<file path="src/rtl/cpu_dcache.sv">
// Direct-mapped, write-through, read-allocate data cache between the memory stage
// and a word-addressed backing memory, with saturating read hit/miss counters.
module cpu_dcache #(
    parameter int WIDTH  = 32,
    parameter int ADDR_W = 5,
    parameter int LINES  = 8,
    parameter int CNT_W  = 16
) (
    input  logic              clk,
    input  logic              rst,
    input  logic              req_valid,
    input  logic              req_we,
    input  logic [ADDR_W-1:0] req_addr,
    input  logic [WIDTH-1:0]  req_wdata,
    output logic              req_ready,
    output logic              resp_valid,
    output logic [WIDTH-1:0]  resp_rdata,
    output logic              hit,
    input  logic              flush,
    output logic              mem_req,
    output logic              mem_we,
    output logic [ADDR_W-1:0] mem_addr,
    output logic [WIDTH-1:0]  mem_wdata,
    input  logic              mem_ack,
    input  logic [WIDTH-1:0]  mem_rdata,
    output logic [CNT_W-1:0]  hit_count,
    output logic [CNT_W-1:0]  miss_count
);

    localparam int IDX_W = $clog2(LINES);
    localparam int TAG_W = ADDR_W - IDX_W;

    typedef enum logic [1:0] {IDLE, RD_MISS, WR_THRU} state_t;

    state_t             state, state_nxt;
    logic [LINES-1:0]   line_vld;
    logic [TAG_W-1:0]   line_tag  [LINES];
    logic [WIDTH-1:0]   line_data [LINES];

    logic [IDX_W-1:0]   req_idx, mem_idx;
    logic [TAG_W-1:0]   req_tag, mem_tag;
    logic               lookup_hit;
    logic               accept;
    logic               fill;
    logic               wr_done;
    logic               wr_hit_p1;

    function automatic logic [CNT_W-1:0] sat_inc(input logic [CNT_W-1:0] v);
        return (v == {CNT_W{1'b1}}) ? v : v + 1'b1;
    endfunction

    assign req_idx    = req_addr[IDX_W-1:0];
    assign req_tag    = req_addr[ADDR_W-1:IDX_W];
    assign mem_idx    = mem_addr[IDX_W-1:0];
    assign mem_tag    = mem_addr[ADDR_W-1:IDX_W];
    assign lookup_hit = line_vld[req_idx] && (line_tag[req_idx] == req_tag);
    assign accept     = req_valid && req_ready;

    always_ff @(posedge clk or negedge rst) begin
        if (!rst) state <= IDLE;
        else      state <= state_nxt;
    end

    always_comb begin
        state_nxt = state;
        req_ready = 1'b0;
        mem_req   = 1'b0;
        fill      = 1'b0;
        wr_done   = 1'b0;
        case (state)
            IDLE: begin
                req_ready = rst && !flush;
                if (req_valid && rst && !flush) begin
                    if (req_we)           state_nxt = WR_THRU;
                    else if (!lookup_hit) state_nxt = RD_MISS;
                end
            end
            RD_MISS: begin
                mem_req = 1'b1;
                if (mem_ack) begin
                    fill      = 1'b1;
                    state_nxt = IDLE;
                end
            end
            WR_THRU: begin
                mem_req = 1'b1;
                if (mem_ack) begin
                    wr_done   = 1'b1;
                    state_nxt = IDLE;
                end
            end
            default: state_nxt = IDLE;
        endcase
    end

    // Accept stage: lookup result turns into a response or a memory transaction next cycle
    always_ff @(posedge clk or negedge rst) begin
        if (!rst) begin
            line_vld   <= '0;
            resp_valid <= 1'b0;
            resp_rdata <= '0;
            hit        <= 1'b0;
            mem_we     <= 1'b0;
            mem_addr   <= '0;
            mem_wdata  <= '0;
            wr_hit_p1  <= 1'b0;
            hit_count  <= '0;
            miss_count <= '0;
        end else begin
            resp_valid <= 1'b0;
            hit        <= 1'b0;
            if (state == IDLE && flush) line_vld <= '0;
            if (accept) begin
                mem_we   <= req_we;
                mem_addr <= req_addr;
                if (req_we) begin
                    mem_wdata <= req_wdata;
                    wr_hit_p1 <= lookup_hit;
                end else if (lookup_hit) begin
                    resp_valid <= 1'b1;
                    hit        <= 1'b1;
                    resp_rdata <= line_data[req_idx];
                    hit_count  <= sat_inc(hit_count);
                end else begin
                    miss_count <= sat_inc(miss_count);
                end
            end
            if (fill) begin
                line_vld[mem_idx] <= 1'b1;
                resp_valid        <= 1'b1;
                resp_rdata        <= mem_rdata;
            end
            if (wr_done) begin
                resp_valid <= 1'b1;
                resp_rdata <= '0;
                hit        <= wr_hit_p1;
            end
        end
    end

    // Tag/data arrays carry no reset; validity alone decides whether a line is usable
    always_ff @(posedge clk) begin
        if (accept && req_we && lookup_hit) line_data[req_idx] <= req_wdata;
        if (fill) begin
            line_tag[mem_idx]  <= mem_tag;
            line_data[mem_idx] <= mem_rdata;
        end
    end

endmodule

</file>
<file path="config.mk">
export PLATFORM = sky130hd
export DESIGN_NAME = cpu_dcache
export DESIGN_NICKNAME = d
export VERILOG_FILES = /design/src/rtl/cpu_dcache.sv
export SDC_FILE = /design/constraint.sdc
export NUM_CORES = 1
export LEC_CHECK = 0
export ABC_AREA = 1
export BUFFER_PORTS_ARGS = -buffer_cell sky130_fd_sc_hd__buf_2
export CELL_PAD_IN_SITES_DETAIL_PLACEMENT = 1
export CELL_PAD_IN_SITES_GLOBAL_PLACEMENT = 1
export CORE_MARGIN = 3
export CORE_UTILIZATION = 23
export DETAILED_ROUTE_END_ITERATION = 6
export PLACE_DENSITY = 0.48
export SYNTH_ARGS = -nofsm -noshare
export SYNTH_HDL_FRONTEND = slang
export SYNTH_SLANG_ARGS = --single-unit
</file>
<file path="constraint.sdc">
create_clock -name clk -period 3.7 [get_ports clk]
set_clock_uncertainty 0.2 [all_clocks]
set_input_delay 0 -clock clk [delete_from_list [all_inputs] [get_ports clk]]
set_output_delay 0 -clock clk [all_outputs]
set_load 0.01 [all_outputs]
</file>
* After elaboration in Yosys (flattened, before gate mapping)
Memories as Yosys holds them, arrays and structs flattened.
Cells that the tools add are included.
** Word-level totals
- Register bits after elaboration :: 115
- RAM bits :: 272
- Bits of input ports :: 75
- Logic and storage cells :: 86
- Memories :: 2
** Memory list
- line_data :: words 8, width 32, rd ports 1, clocked after memory_dff 0, wr ports 1, RTL line 38 : logic [WIDTH-1:0] line_data [LINES];
- line_tag :: words 8, width 2, rd ports 1, clocked after memory_dff 0, wr ports 1, RTL line 37 : logic [TAG_W-1:0] line_tag [LINES];
** Operators by class
- $add $sub $neg :: 2
- $lt $le $gt $ge :: 3
- Eq/ne operators :: 9
- Muxes and demuxes :: 34
- Bitwise operators :: 5
- Reduce and logical (&&, ||, !) cells :: 20
** Operators with widths (number)
- 32-bit 2-to-1 mux :: 6
- 16-bit by 1-bit adder with 16-bit output, second input constant :: 2
- 16-bit equality test, second input constant :: 2
- 32-bit OR reduction :: 1
- 1-bit 2-to-1 mux :: 18
- 8-bit 2-to-1 mux :: 2
- 1-bit logical AND :: 9
- 3-bit by 4-bit less-than comparator with 1-bit output, second input constant :: 2
- 2-bit 2-to-1 mux :: 4
- 8-bit bitwise OR :: 1
- 4-bit AND reduction :: 2
- 3-bit AND reduction :: 2
- 3-bit nonzero test :: 2
- 1-bit NOT :: 4
- 2-bit one-hot mux with 2 select lines :: 1
- 1-bit binary-select mux with 3-bit select :: 1
- 1-bit demux with 3-bit select :: 1
- 3-bit by 1-bit greater-or-equal comparator with 1-bit output, second input constant :: 1
- 3-bit 2-to-1 mux :: 1
- 3-bit by 1-bit inequality test with 1-bit output, second input constant :: 1
- 3-bit inequality test, second input constant :: 1
- 2-bit by 1-bit equality test with 1-bit output, second input constant :: 1
- 2-bit equality test :: 1
- 2-bit equality test, second input constant :: 1
- 6 further kinds :: 6

* Depth between registers and ports, before layout
- Depth after elaboration :: 9
- Depth in mapped cells :: 14

* Worst setup path before layout
No wires, ideal clock.
- Path kind :: register to register
- Start :: register state[0]
- End :: memory line_data[1][0] (enable)
- Arrival time :: 2738 ps
- Data required time :: 3079 ps
- Setup slack :: 341 ps
- Cell stages (with the launch flop) :: 10
- Path buffers :: 1
- Clock period less this slack :: 3359 ps
- Cells stage by stage :: dfrtp_1 > ha_1 > nand2_1 > clkbuf_1 > nand2_1 > o21ai_0 > inv_1 > nor2_1 > nand2_1 > nor2_1
** Between the ends
- Longest elaborated chain between the ends :: 8
- Elaborated cells between the ends (all ways) :: 14
** Ends and longest elaborated chain
- start, declared :: RTL line 35 : state_t state, state_nxt;
- start signal, assigned :: RTL line 61 : else state <= state_nxt;
- branches (longest 8 deep; another with 32-bit OR reduction)
- end, declared :: RTL line 38
Several ways; the timed one is not identified.

* Worst setup path in the final report
- Start :: register state[0]
- End :: register resp_rdata[11]
** Between the ends
- Longest elaborated chain between the ends :: 5
- Elaborated cells between the ends (all ways) :: 13
** Ends and longest elaborated chain
- 2-bit zero test :: RTL line 70 : case (state)
- 1-bit 2-to-1 mux :: RTL line 70
- 1-bit logical AND :: RTL line 57 : assign accept = req_valid && req_ready;
- 3-bit nonzero test (no line)
- 3-bit AND reduction (no line)
- end signal, assigned :: RTL line 122 : resp_rdata <= line_data[req_idx];
- end signal, assigned :: RTL line 131 : resp_rdata <= mem_rdata;
- end, declared :: RTL line 17 : output logic [WIDTH-1:0] resp_rdata,
Several ways; a longest one is shown, not always the timed one.
A chain may end at the register's enable or synchronous reset.

==> results.json <==
{
  "outcome": "finished, final reports clean",
  "crit_slowest_cell": "sky130_fd_sc_hd__dlygate4sd3_1",
  "finalMaxSlewViolations": 0,
  "cp-end-kind": "flip-flop",
  "maximum_number_of_pins_on_one_net_before_global_route_repair": 117,
  "synth_commonest_cells": "sky130_fd_sc_hd__nand2_1, sky130_fd_sc_hd__edfxtp_1, sky130_fd_sc_hd__o21ai_0, sky130_fd_sc_hd__nor2_1, sky130_fd_sc_hd__dfrtp_1",
  "number_of_enable_flip_flop_cells_after_synthesis": 272,
  "power_frac_seq": 0.441,
  "area_growth_pct": 27.5,
  "core_area_um2": 70400,
  "postSynthCellCount": 1555,
  "first_global_vias": 13582,
  "clkSlewWorstSetupHoldPaths_ns": 0.06,
  "synth.net_count": 1635,
  "worst_margin_pin_slew_ns": 1.16,
  "place_congestion": 0.748,
  "layout_setup_ws_ns": 0.274,
  "worst_hold_startpoint": "req_wdata[23]",
  "timing.critical_path.fanout_max": 19,
  "fin_tns_setup_ns": 0,
  "power_per_cell_area_nw_per_um2": 639,
  "ctsHtreeMaxLevel": 2,
  "drt-pass1-iter-count": 5,
  "reg2reg_slack_ns": 0.27,
  "drtIter0Drc": 659,
  "clock_tree.root_cell": "sky130_fd_sc_hd__clkbuf_16",
  "grt_remaining_overflow": 0,
  "fin_util": 0.298,
  "power.leakage_nw": 8.45,
  "cp_data_arrival_time_ns": 3.73,
  "synth_area_um2": 16400,
  "delay_heaviest_family_cp": "buffers and inverters",
  "clock_share_of_power": 0.347,
  "worstHoldPathType": "input pin to flip-flop",
  "post-route-period-util": 0.926,
  "power.share.switching": 0.308,
  "avgSynthCellArea_um2": 10.6,
  "fp.dieArea_um2": 74800,
  "tritoncts": "yes",
  "vdd_ir_max_uv": 281,
  "fmax_mhz": 292,
  "setup_repair_after_global_routing_missed_its_margin": "false",
  "worst_r2r_startpoint": "state[0]",
  "nNetsFinal": 1898,
  "top_level_ports": 181,
  "rows": 97,
  "detail_route.vias_per_cell": 4.51,
  "timing.hold.worst_path_depth": 4,
  "pre_cts_ws_ns": 0.380,
  "final_setup_violation_count": 0,
  "cp_cell_sequence": "inv_1 -> ha_1 -> inv_1 -> nor2_2 -> inv_1 -> nor2_2 -> buf_4 -> nand4_4 -> nand2_4 -> buf_4 -> nand3_1 -> nand2_1 -> dlygate4sd3_1",
  "die-width_um": 273,
  "synth-seq-area-share": 0.671,
  "cts_setup_buffers": 0,
  "area_of_placed_instances_um2": 18600,
  "antenna_found_initial": 0,
  "holdPathEnd": "mem_wdata[23]",
  "route.detailed.wl_per_inst_um": 19.6,
  "fin_area_um2": 21000,
  "maxCapViolCount": 0,
  "synthTopCellsByArea": "sky130_fd_sc_hd__edfxtp_1, sky130_fd_sc_hd__dfrtp_1, sky130_fd_sc_hd__nand2_1",
  "critical_path.max_stage_delay_ns": 0.54,
  "drt-total-wl_um": 54700,
  "synth_top_cell_area_share": 0.497,
  "clk-insertion-delay-late_ns": 0.57,
  "final-hold-violation-count": 0,
  "initial_utilization": 0.234,
  "internal_power_mw": 9.28,
  "worst_path_most_repeated_cell": "sky130_fd_sc_hd__inv_1",
  "ys_warn_count": 0,
  "cts_sinks": 387,
  "criticalPathCategory": "flip-flop to flip-flop",
  "dp_hpwl_um": 34700,
  "post_synth_num_cell_types": 31,
  "cp-start-kind": "flip-flop",
  "switching_power_mw": 4.13,
  "wire_length_of_the_first_global_routing_pass_um": 84300,
  "timing.rr.end": "resp_rdata[11]",
  "track_usage": 0.146,
  "cts_max_path_buffers": 3,
  "max_slew_margin": 0.220,
  "reg2regPathDepth": 13,
  "port_buffers": 180,
  "synthArstFlopShare": 0.297,
  "diodes": 0,
  "synth.most_common_cell": "sky130_fd_sc_hd__nand2_1",
  "cts_buffers": 46,
  "worst_ep_required_time_ns": 4.00,
  "postSynth.topFlopCell": "sky130_fd_sc_hd__edfxtp_1",
  "routed-via-count": 12589,
  "chipHeight_um": 273,
  "detail-route-antenna-nets": 0,
  "critPathBufInv": 6,
  "total_power_mw": 13.4,
  "post_route_cells_drive_above_1_share": 0.170,
  "residual_drc": 0,
  "finalWorstPathRequiredPeriod_ns": 3.43,
  "p_comb_frac": 0.213,
  "synth_top_cell_by_area": "sky130_fd_sc_hd__edfxtp_1",
  "synth.ff_latch_count": 387
}
-- metal layers --
metal / GRT usage / up-vias / share of wire
met3: 0.0216 / 56 / 0.037
met2: 0.255 / 197 / 0.49
met1: 0.192 / 6403 / 0.46
met4: 0.0326 / 0 / 0.016
li1: - / 5933 / -
met5: 0 / - / 0
-- power by group through the flow --
stage,sequential [mW],clock [mW],combinational [mW]
2_1_floorplan,6.08,0,1.30
5_1_grt,5.99,4.98,3.22
3_5_place_dp,6.00,0,2.78
3_3_place_gp,5.99,0,2.73
6_report,5.91,4.65,2.85
4_1_cts,5.92,4.81,2.94
-- layout by cell type (no fill, tap or decap), types with 4 or more instances in the layout --
cell type                       instances
sky130_fd_sc_hd__nand2_1              311
sky130_fd_sc_hd__edfxtp_1             272
sky130_fd_sc_hd__o21ai_0              212
sky130_fd_sc_hd__buf_2                178
sky130_fd_sc_hd__nor2_1               162
sky130_fd_sc_hd__dfrtp_1              115
sky130_fd_sc_hd__nand3_1              105
sky130_fd_sc_hd__inv_1                 88
sky130_fd_sc_hd__dlygate4sd3_1         87
sky130_fd_sc_hd__o22ai_1               64
sky130_fd_sc_hd__nand4_1               51
sky130_fd_sc_hd__clkbuf_16             49
sky130_fd_sc_hd__buf_4                 40
sky130_fd_sc_hd__xor2_1                17
sky130_fd_sc_hd__nor3_1                12
sky130_fd_sc_hd__nor2_4                11
sky130_fd_sc_hd__xnor2_1               10
sky130_fd_sc_hd__clkbuf_1              10
sky130_fd_sc_hd__clkinv_2               9
sky130_fd_sc_hd__clkinv_1               6
sky130_fd_sc_hd__ha_1                   5
sky130_fd_sc_hd__bufinv_16              5
sky130_fd_sc_hd__a21oi_1                4
-- registers in the layout, summed over array words and instances (netlist names) --
name,cells
line_data,256
hit_count,16
state,2
resp_valid,1
mem_addr,5
wr_hit_p1,1
resp_rdata,32
hit,1
line_vld,8
line_tag,16
miss_count,16
mem_wdata,32
mem_we,1
-- what timing repair did --
action | in CTS | in global routing
gates resized for setup | 0 | 1
setup endpoints to repair | 0 | 4
endpoints found under the hold margin | 375 | 0
hold buffers | 87 | 0
-- per-stage QoR --
step | hold WS (ns) | std cells
after floorplan | -0.496 | 1555
after global placement | -0.00607 | 2623
after detailed placement | -0.00421 | 2623
after CTS | 0.0111 | 2794
after global routing | 0.0706 | 2794
final | 0.0521 | 2794
-- worst max-delay path by stage --
stage	start	end	slack (ns)	cells after the start
floorplan	state[0]	line_data[1][0]	0.34	9
global placement	state[1]	line_data[4][20]	0.39	11
detailed placement	state[0]	line_data[5][25]	0.38	9
CTS	state[0]	resp_rdata[8]	0.04	13
global route	state[0]	resp_rdata[10]	0.04	13
finish	state[0]	resp_rdata[11]	0.27	13
-- worst min-delay path: cells and delay by family --
family	cells	cell delay (ns)
compound gates	1	0.08
buf+inv	3	0.70
-- cell type report --
type | instances | area (um2)
clock inverters | 23 | 244
inverters | 93 | 353
clock buffers | 61 | 1290
multi-input cells | 982 | 4750
repair buffers | 308 | 2110
flip-flops and latches | 387 | 11000
fillers | 7916 | 49400
well taps | 940 | 1180
-- kinds of logic after synthesis --
group	count (synthesis)	share of synthesized area
simple gates	665	0.172
flops	387	0.671
compound gates	285	0.0931
buf+inv	186	0.0456
xor+xnor	27	0.0144
fa+ha+maj	5	0.00380
Power figures use the tool's default switching activity.
